$ cat config.mk
export PLATFORM = sky130hd
export DESIGN_NAME = adxl_spi_responder_flat
export DESIGN_NICKNAME = d
export VERILOG_FILES = /design/src/rtl/adxl_spi_responder_if.sv /design/src/rtl/adxl_spi_responder.sv /design/src/flat_wrapper.sv
export SDC_FILE = /design/constraint.sdc
export NUM_CORES = 1
export LEC_CHECK = 0
export CORE_ASPECT_RATIO = 1.1
export CORE_MARGIN = 5
export CORE_UTILIZATION = 45
export DETAILED_ROUTE_END_ITERATION = 10
export MAX_ROUTING_LAYER = met4
export PLACE_DENSITY_LB_ADDON = 0.25
export SLEW_MARGIN = 20
export SYNTH_ARGS = -nofsm -noshare
export SYNTH_HDL_FRONTEND = slang
export SYNTH_SLANG_ARGS = --single-unit
$ cat constraint.sdc
create_clock -name clk -period 3.1 [get_ports clk]
set_input_delay 0.62 -clock clk [delete_from_list [all_inputs] [get_ports clk]]
set_output_delay 0.62 -clock clk [all_outputs]
set_load 0.01 [all_outputs]
$ cat src/rtl/adxl_spi_responder_if.sv
// SPI bus bundle between the ADXL-style controller and its responder.
// The master modport is the controller end; the slave modport is the responder end.
interface adxl_spi_responder_if;
    logic SPI_SCLK;
    logic SPI_CS;
    logic SPI_MOSI;
    logic SPI_MISO;

    modport master (output SPI_SCLK, output SPI_CS, output SPI_MOSI, input SPI_MISO);
    modport slave  (input SPI_SCLK, input SPI_CS, input SPI_MOSI, output SPI_MISO);
endinterface

$ cat src/rtl/adxl_spi_responder.sv
// Mode-0 SPI responder emulating the accelerometer register protocol (0x0A write, 0x0B read).
// Define ADXL_SPI_AUTO_INC_EN for burst mode: the address advances after every data byte.
module adxl_spi_responder #(
    parameter int         REG_DEPTH = 64,
    parameter logic [7:0] DEVID_AD  = 8'hAD,
    parameter logic [7:0] DEVID_MST = 8'h1D,
    parameter logic [7:0] PARTID    = 8'hF2
) (
    input  logic                      clk,
    input  logic                      rst,
    adxl_spi_responder_if.slave       spi,
    output logic                      wr_strobe,
    output logic [7:0]                wr_addr,
    output logic [7:0]                wr_data,
    output logic                      busy
);
    localparam int AW = (REG_DEPTH > 1) ? $clog2(REG_DEPTH) : 1;

    typedef enum logic [2:0] {
        ST_IDLE, ST_CMD, ST_WADDR, ST_WDATA, ST_RADDR, ST_RDATA, ST_IGNORE
    } state_t;

    state_t          state_r, state_nxt_s;
    logic [2:0]      sclk_pipe_r, cs_pipe_r;
    logic [1:0]      mosi_pipe_r;
    logic [2:0]      bit_cnt_r;
    logic [7:0]      rx_shift_r, tx_shift_r, addr_r, rd_data_s, rx_byte_s;
    logic            load_pending_r, busy_r, wr_strobe_r;
    logic [7:0]      wr_addr_r, wr_data_r;
    logic [7:0]      regs_r [REG_DEPTH];
    logic [AW-1:0]   addr_idx_s;
    logic            sclk_rise_s, sclk_fall_s, cs_fall_s, cs_rise_s, cs_low_s, byte_done_s;
    logic            latch_addr_s, commit_s, advance_s, load_set_s, in_range_s, writable_s;

    // Index [1] is the synchronized level, index [2] its previous value.
    assign sclk_rise_s = sclk_pipe_r[1] & ~sclk_pipe_r[2];
    assign sclk_fall_s = ~sclk_pipe_r[1] & sclk_pipe_r[2];
    assign cs_fall_s   = ~cs_pipe_r[1] & cs_pipe_r[2];
    assign cs_rise_s   = cs_pipe_r[1] & ~cs_pipe_r[2];
    assign cs_low_s    = ~cs_pipe_r[1];
    assign byte_done_s = sclk_rise_s && cs_low_s && (bit_cnt_r == 3'd7);
    assign rx_byte_s   = {rx_shift_r[6:0], mosi_pipe_r[1]};
    assign addr_idx_s  = addr_r[AW-1:0];
    assign in_range_s  = ({1'b0, addr_r} < 9'(REG_DEPTH));
    assign writable_s  = in_range_s && (addr_r > 8'h02);

    assign spi.SPI_MISO = tx_shift_r[7];
    assign wr_strobe    = wr_strobe_r;
    assign wr_addr      = wr_addr_r;
    assign wr_data      = wr_data_r;
    assign busy         = busy_r;

    // Two-flop synchronizers plus one history flop for edge detection.
    always_ff @(posedge clk) begin
        if (rst) begin
            sclk_pipe_r <= 3'b000;
            cs_pipe_r   <= 3'b111;
            mosi_pipe_r <= 2'b00;
        end else begin
            sclk_pipe_r <= {sclk_pipe_r[1:0], spi.SPI_SCLK};
            cs_pipe_r   <= {cs_pipe_r[1:0], spi.SPI_CS};
            mosi_pipe_r <= {mosi_pipe_r[0], spi.SPI_MOSI};
        end
    end

    // Protocol state register.
    always_ff @(posedge clk) begin
        if (rst) state_r <= ST_IDLE;
        else     state_r <= state_nxt_s;
    end

    // Next-state decode and per-byte action strobes; CS edges override byte events.
    always_comb begin
        state_nxt_s  = state_r;
        latch_addr_s = 1'b0;
        commit_s     = 1'b0;
        advance_s    = 1'b0;
        load_set_s   = 1'b0;
        if (cs_rise_s) begin
            state_nxt_s = ST_IDLE;
        end else if (cs_fall_s) begin
            state_nxt_s = ST_CMD;
        end else if (byte_done_s) begin
            case (state_r)
                ST_CMD: begin
                    if (rx_byte_s == 8'h0A)      state_nxt_s = ST_WADDR;
                    else if (rx_byte_s == 8'h0B) state_nxt_s = ST_RADDR;
                    else                         state_nxt_s = ST_IGNORE;
                end
                ST_WADDR: begin
                    latch_addr_s = 1'b1;
                    state_nxt_s  = ST_WDATA;
                end
                ST_RADDR: begin
                    latch_addr_s = 1'b1;
                    load_set_s   = 1'b1;
                    state_nxt_s  = ST_RDATA;
                end
                ST_WDATA: begin
                    commit_s  = 1'b1;
                    advance_s = 1'b1;
                end
                ST_RDATA: begin
                    advance_s  = 1'b1;
                    load_set_s = 1'b1;
                end
                default: state_nxt_s = state_r;
            endcase
        end else begin
            state_nxt_s = state_r;
        end
    end

    // Receive shifter and bit counter; any CS edge discards a partial byte.
    always_ff @(posedge clk) begin
        if (rst) begin
            bit_cnt_r  <= 3'd0;
            rx_shift_r <= 8'h00;
        end else if (cs_rise_s || cs_fall_s) begin
            bit_cnt_r  <= 3'd0;
            rx_shift_r <= 8'h00;
        end else if (sclk_rise_s && cs_low_s) begin
            bit_cnt_r  <= bit_cnt_r + 3'd1;
            rx_shift_r <= rx_byte_s;
        end
    end

    // Register address: latched from the address byte, optionally advanced per data byte.
    always_ff @(posedge clk) begin
        if (rst) begin
            addr_r <= 8'h00;
        end else if (latch_addr_s) begin
            addr_r <= rx_byte_s;
        end else if (advance_s) begin
`ifdef ADXL_SPI_AUTO_INC_EN
            addr_r <= addr_r + 8'd1;
`else
            addr_r <= addr_r;
`endif
        end
    end

    // Read mux: identification bytes, writable storage, zero above the implemented range.
    always_comb begin
        rd_data_s = 8'h00;
        case (addr_r)
            8'h00:   rd_data_s = DEVID_AD;
            8'h01:   rd_data_s = DEVID_MST;
            8'h02:   rd_data_s = PARTID;
            default: begin
                if (in_range_s) rd_data_s = regs_r[addr_idx_s];
                else            rd_data_s = 8'h00;
            end
        endcase
    end

    // Transmit shifter: loads on the falling edge after a byte boundary so bit 7 leads the next rise.
    always_ff @(posedge clk) begin
        if (rst) begin
            tx_shift_r     <= 8'h00;
            load_pending_r <= 1'b0;
        end else if (cs_rise_s || cs_fall_s) begin
            tx_shift_r     <= 8'h00;
            load_pending_r <= 1'b0;
        end else if (load_set_s) begin
            load_pending_r <= 1'b1;
        end else if (sclk_fall_s && load_pending_r) begin
            tx_shift_r     <= rd_data_s;
            load_pending_r <= 1'b0;
        end else if (sclk_fall_s) begin
            tx_shift_r     <= {tx_shift_r[6:0], 1'b0};
        end
    end

    // Writable register file; identification and out-of-range addresses ignore writes.
    always_ff @(posedge clk) begin
        if (rst) begin
            for (int i = 0; i < REG_DEPTH; i++) regs_r[i] <= 8'h00;
        end else if (commit_s && writable_s) begin
            regs_r[addr_idx_s] <= rx_byte_s;
        end
    end

    // Write-observation outputs and busy flag.
    always_ff @(posedge clk) begin
        if (rst) begin
            wr_strobe_r <= 1'b0;
            wr_addr_r   <= 8'h00;
            wr_data_r   <= 8'h00;
            busy_r      <= 1'b0;
        end else begin
            wr_strobe_r <= commit_s;
            if (commit_s) begin
                wr_addr_r <= addr_r;
                wr_data_r <= rx_byte_s;
            end
            if (cs_fall_s)      busy_r <= 1'b1;
            else if (cs_rise_s) busy_r <= 1'b0;
        end
    end
endmodule

$ cat src/flat_wrapper.sv
// flat-port wrapper written by rule: the top's interface ports become plain ports
module adxl_spi_responder_flat 
#(
    parameter int         REG_DEPTH = 64,
    parameter logic [7:0] DEVID_AD  = 8'hAD,
    parameter logic [7:0] DEVID_MST = 8'h1D,
    parameter logic [7:0] PARTID    = 8'hF2
)
  (clk, rst, wr_strobe, wr_addr, wr_data, busy, spi_SPI_SCLK, spi_SPI_CS, spi_SPI_MOSI, spi_SPI_MISO);
  adxl_spi_responder_if spi_i ();
  input  logic clk;
  input  logic rst;
  output logic wr_strobe;
  output logic [7:0] wr_addr;
  output logic [7:0] wr_data;
  output logic busy;
  input wire logic [$bits(spi_i.SPI_SCLK)-1:0] spi_SPI_SCLK;
  input wire logic [$bits(spi_i.SPI_CS)-1:0] spi_SPI_CS;
  input wire logic [$bits(spi_i.SPI_MOSI)-1:0] spi_SPI_MOSI;
  output wire logic [$bits(spi_i.SPI_MISO)-1:0] spi_SPI_MISO;
  assign spi_i.SPI_SCLK = spi_SPI_SCLK;
  assign spi_i.SPI_CS = spi_SPI_CS;
  assign spi_i.SPI_MOSI = spi_SPI_MOSI;
  assign spi_SPI_MISO = spi_i.SPI_MISO;
  adxl_spi_responder #(.REG_DEPTH(REG_DEPTH), .DEVID_AD(DEVID_AD), .DEVID_MST(DEVID_MST), .PARTID(PARTID)) u_core (.clk(clk), .rst(rst), .spi(spi_i), .wr_strobe(wr_strobe), .wr_addr(wr_addr), .wr_data(wr_data), .busy(busy));
endmodule
==> impl_results.md <==
* Status: finished, final reports clean
* Die W at 239 um
* Yosys reg bits at 574
* I/O Buffers at 23
* Longest Clk Path Bufs at 3
* Fin crit share at 95.2%
* Area post-placement at 0.0278 mm^2
* Count of cell types in the netlist at 56
* Max Transition Viols Final at 0
* WS Path Type: flip-flop to flip-flop
* Worst vdd ir at 0.530 mV
* Top FF cell, synth: edfxtp_1
* Top-count cell post-synth: edfxtp_1
* Final instance area at 0.0296 mm^2
* Post-Syn Area per Cell at 14.1 um^2
* Initial Util at 45.4%
* Final Setup Violations at 0
* Hold WC Path Type: input port to flip-flop
* Insertion delay to the later sink of the worst-skew pair at 0.63 ns
* Gp weighted congestion at 0.987
* Register area share after synthesis at 63.9%
* CTS tree: built
* Crit. End Element: flip-flop
* Max Cap Viol at 0
* Arrival @ worst endpoint at 3.29 ns
* Synth top area cells: edfxtp_1 59%, and2_1 12%, mux4_2 9.7%, dfxtp_1 4.8%, mux2i_1 2.8%
* Die height at 262 um
* Worst slew pin tran at 1.07 ns
* Sequential Area at 0.0166 mm^2
* CP Data Required Time at 3.44 ns
* Vias per inst at 5.65
* Core Util, Final at 51.6%
* Detailed placer's ending HPWL at 45,700 um
* Worst-path clk slew at 0.07 ns
* Global-route usage over all layers at 22.9%
* DRC viols at 0
* First-pass GRT wire length at 103,000 um
* # clock sinks at 574
* Power, Total at 15.9 mW
* Synth-to-layout area growth at 13.7%
* Synth warn at 0
* Initial antenna violation count at 0
* Startpoint type of the worst setup path: flip-flop
* I/O pin total at 24
* Clk root buf: clkbuf_16
* Share of synthesized registers carrying an async set or reset at 0%
* Row Count at 92
* Commonest cells in the netlist: 512 x edfxtp_1, 491 x and2_1, 119 x nor2_1, 112 x mux4_2, 105 x clkbuf_1
* Hold Fails Final Rpt at 0
* Multi-input gate area at 0.00896 mm^2
* # nets final at 1,952
* Leak at 10.2 nW
* Core area at 0.0573 mm^2
* Filler cell count at 4,897
* Router iterations before antenna repair at 6
* Crit path time final at 2.95 ns
* H-tree Lvls at 2
* Synth Cell Area at 0.0260 mm^2
* WL/cell at 25.2 um
* Diodes inserted at 0
* Antenna Nets Post-Route at 0
* Area of the die at 0.0627 mm^2
* Worst Path Max Fanout at 9
* TritonCTS buffer count at 58
* Mapped Cells at 1,840
* Biggest area consumer among synthesized cells: edfxtp_1
* Share of the synthesized area in the top cell type at 59.1%
* Routed vias at 15,491
* Largest net degree at the start of global routing at 120
* Number of enable flip-flop cells after synthesis at 512
* P per Cell Area at 537 mW/mm^2
* Worst Clk Skew at 0.0253 ns
* Rel. slew slack at 28.2%
* Fmax at 339 MHz
* Layout cells sized above 1 at 20.5%
* Final WL at 69,200 um
* Vias in the first global route at 15,577
* Initial DRC Count at 1,658
* Remaining Overflow, GRT at 0
* RSZ-0062 raised after global routing: yes
==> metrics by stage <==
step / hold WS (ns) / setup WS [ns] / setup TNS, ns / instances
2_1_floorplan: 0.389 / 0.340 / 0 / 1863
3_3_place_gp: 0.393 / 0.0832 / 0 / 2629
3_5_place_dp: 0.393 / -0.0107 / -0.0847 / 2629
4_1_cts: 0.229 / 0.0879 / 0 / 2739
5_1_grt: 0.245 / -0.00602 / -0.0508 / 2742
6_report: 0.265 / 0.149 / 0 / 2742
==> power breakdown <==
part           switching (mW)  total, mW  internal [mW]
registers               0.136       8.89           8.76
logic                   0.290      0.469          0.180
clock network            2.94       6.51           3.57
==> cells in the final DEF (no fill, tap or decap), types with 6 or more instances in the layout <==
master / netlist / final
mux2i_1: 72 / 72
nand3_1: 29 / 28
clkinv_2: 0 / 11
clkbuf_1: 105 / 15
mux4_2: 112 / 112
a21oi_1: 20 / 20
nand2_1: 52 / 52
clkdlybuf4s50_1: 0 / 22
a22oi_1: 17 / 17
conb_1: 1 / 24
clkinv_1: 1 / 16
o21ai_0: 9 / 9
nand2b_1: 8 / 8
dfxtp_1: 62 / 51
or2_2: 68 / 66
o22ai_1: 18 / 18
dfxtp_2: 0 / 8
a31oi_1: 6 / 6
nor3_1: 15 / 15
clkbuf_16: 0 / 59
nor2_1: 119 / 116
buf_12: 0 / 7
nand3b_1: 9 / 9
nor2b_1: 13 / 13
edfxtp_1: 512 / 512
buf_4: 2 / 121
and2_1: 491 / 491
==> cell type report <==
type / count / share of cell area (%)
Inverter: 5 / 0.0635
Sequential cell: 574 / 56.3
Clock buffer: 74 / 5.19
Multi-Input combinational cell: 1154 / 30.3
Timing Repair Buffer: 150 / 4.29
Tap cell: 752 / 3.18
Clock inverter: 33 / 0.694
==> repair_timing <==
| item | 4_1_cts | 5_1_grt |
|---|---|---|
| pin swaps | 1 | 2 |
| setup endpoints to repair | 8 | 233 |
| buffers inserted | 3 | 3 |
| resized for setup | 0 | 7 |
| hold buffers | 0 | 0 |
==> final timing paths <==
path,start,endpoint,slack [ns],cells after the start
worst max register to register,u_core.addr_r[3],u_core.regs_r[26][0],0.15,10
worst max-delay path,u_core.addr_r[3],u_core.regs_r[26][0],0.15,10
worst min register to register,u_core.cs_pipe_r[0],u_core.cs_pipe_r[1],0.41,1
worst min-delay path,rst,flip-flop,0.27,2
==> flip-flops by register name, summed over array words and instances, names as in the netlist, named ones only <==
name                   flops
u_core.wr_data             8
u_core.wr_addr             8
u_core.cs_pipe_r           3
u_core.load_pending_r      1
u_core.rx_shift_r          7
u_core.sclk_pipe_r         3
u_core.bit_cnt_r           3
u_core.addr_r              8
u_core.wr_strobe           1
u_core.tx_shift_r          8
u_core.mosi_pipe_r         2
u_core.state_r             3
u_core.regs_r            512
u_core.busy                1
==> metal layers <==
layer | global-route usage, % | vias up | wire, um
met2 | 36.5 | 646 | 33100
met1 | 29.9 | 7803 | 28100
met3 | 4.02 | 151 | 5140
met4 | 8.13 | 0 | 2810
li1 | - | 6891 | -
met5 | - | - | 0
==> critical path, stage by stage (launching register included) <==
cell and delay [ns]:
dfxtp_1 0.31, or3_1 0.42, nor3_1 0.61, nor4_4 0.07
buf_4 0.17, buf_4 0.15, nand4b_1 0.12, buf_4 0.22
nor2_1 0.06, buf_4 0.16, or2_2 0.36
==> cell families after synthesis <==
family                     after synthesis  share of synthesized area, %
AOI/OAI and AO/OA                      102                          2.67
DFF                                    574                          63.9
adders and majority gates                4                         0.193
muxes                                  187                          12.6
xor gates and xnor gates                 3                         0.101
buffers and inverters                  135                          2.06
other                                    1                        0.0144
and+or+nand+nor                        834                          18.5
(Power assumes the default switching activity.)
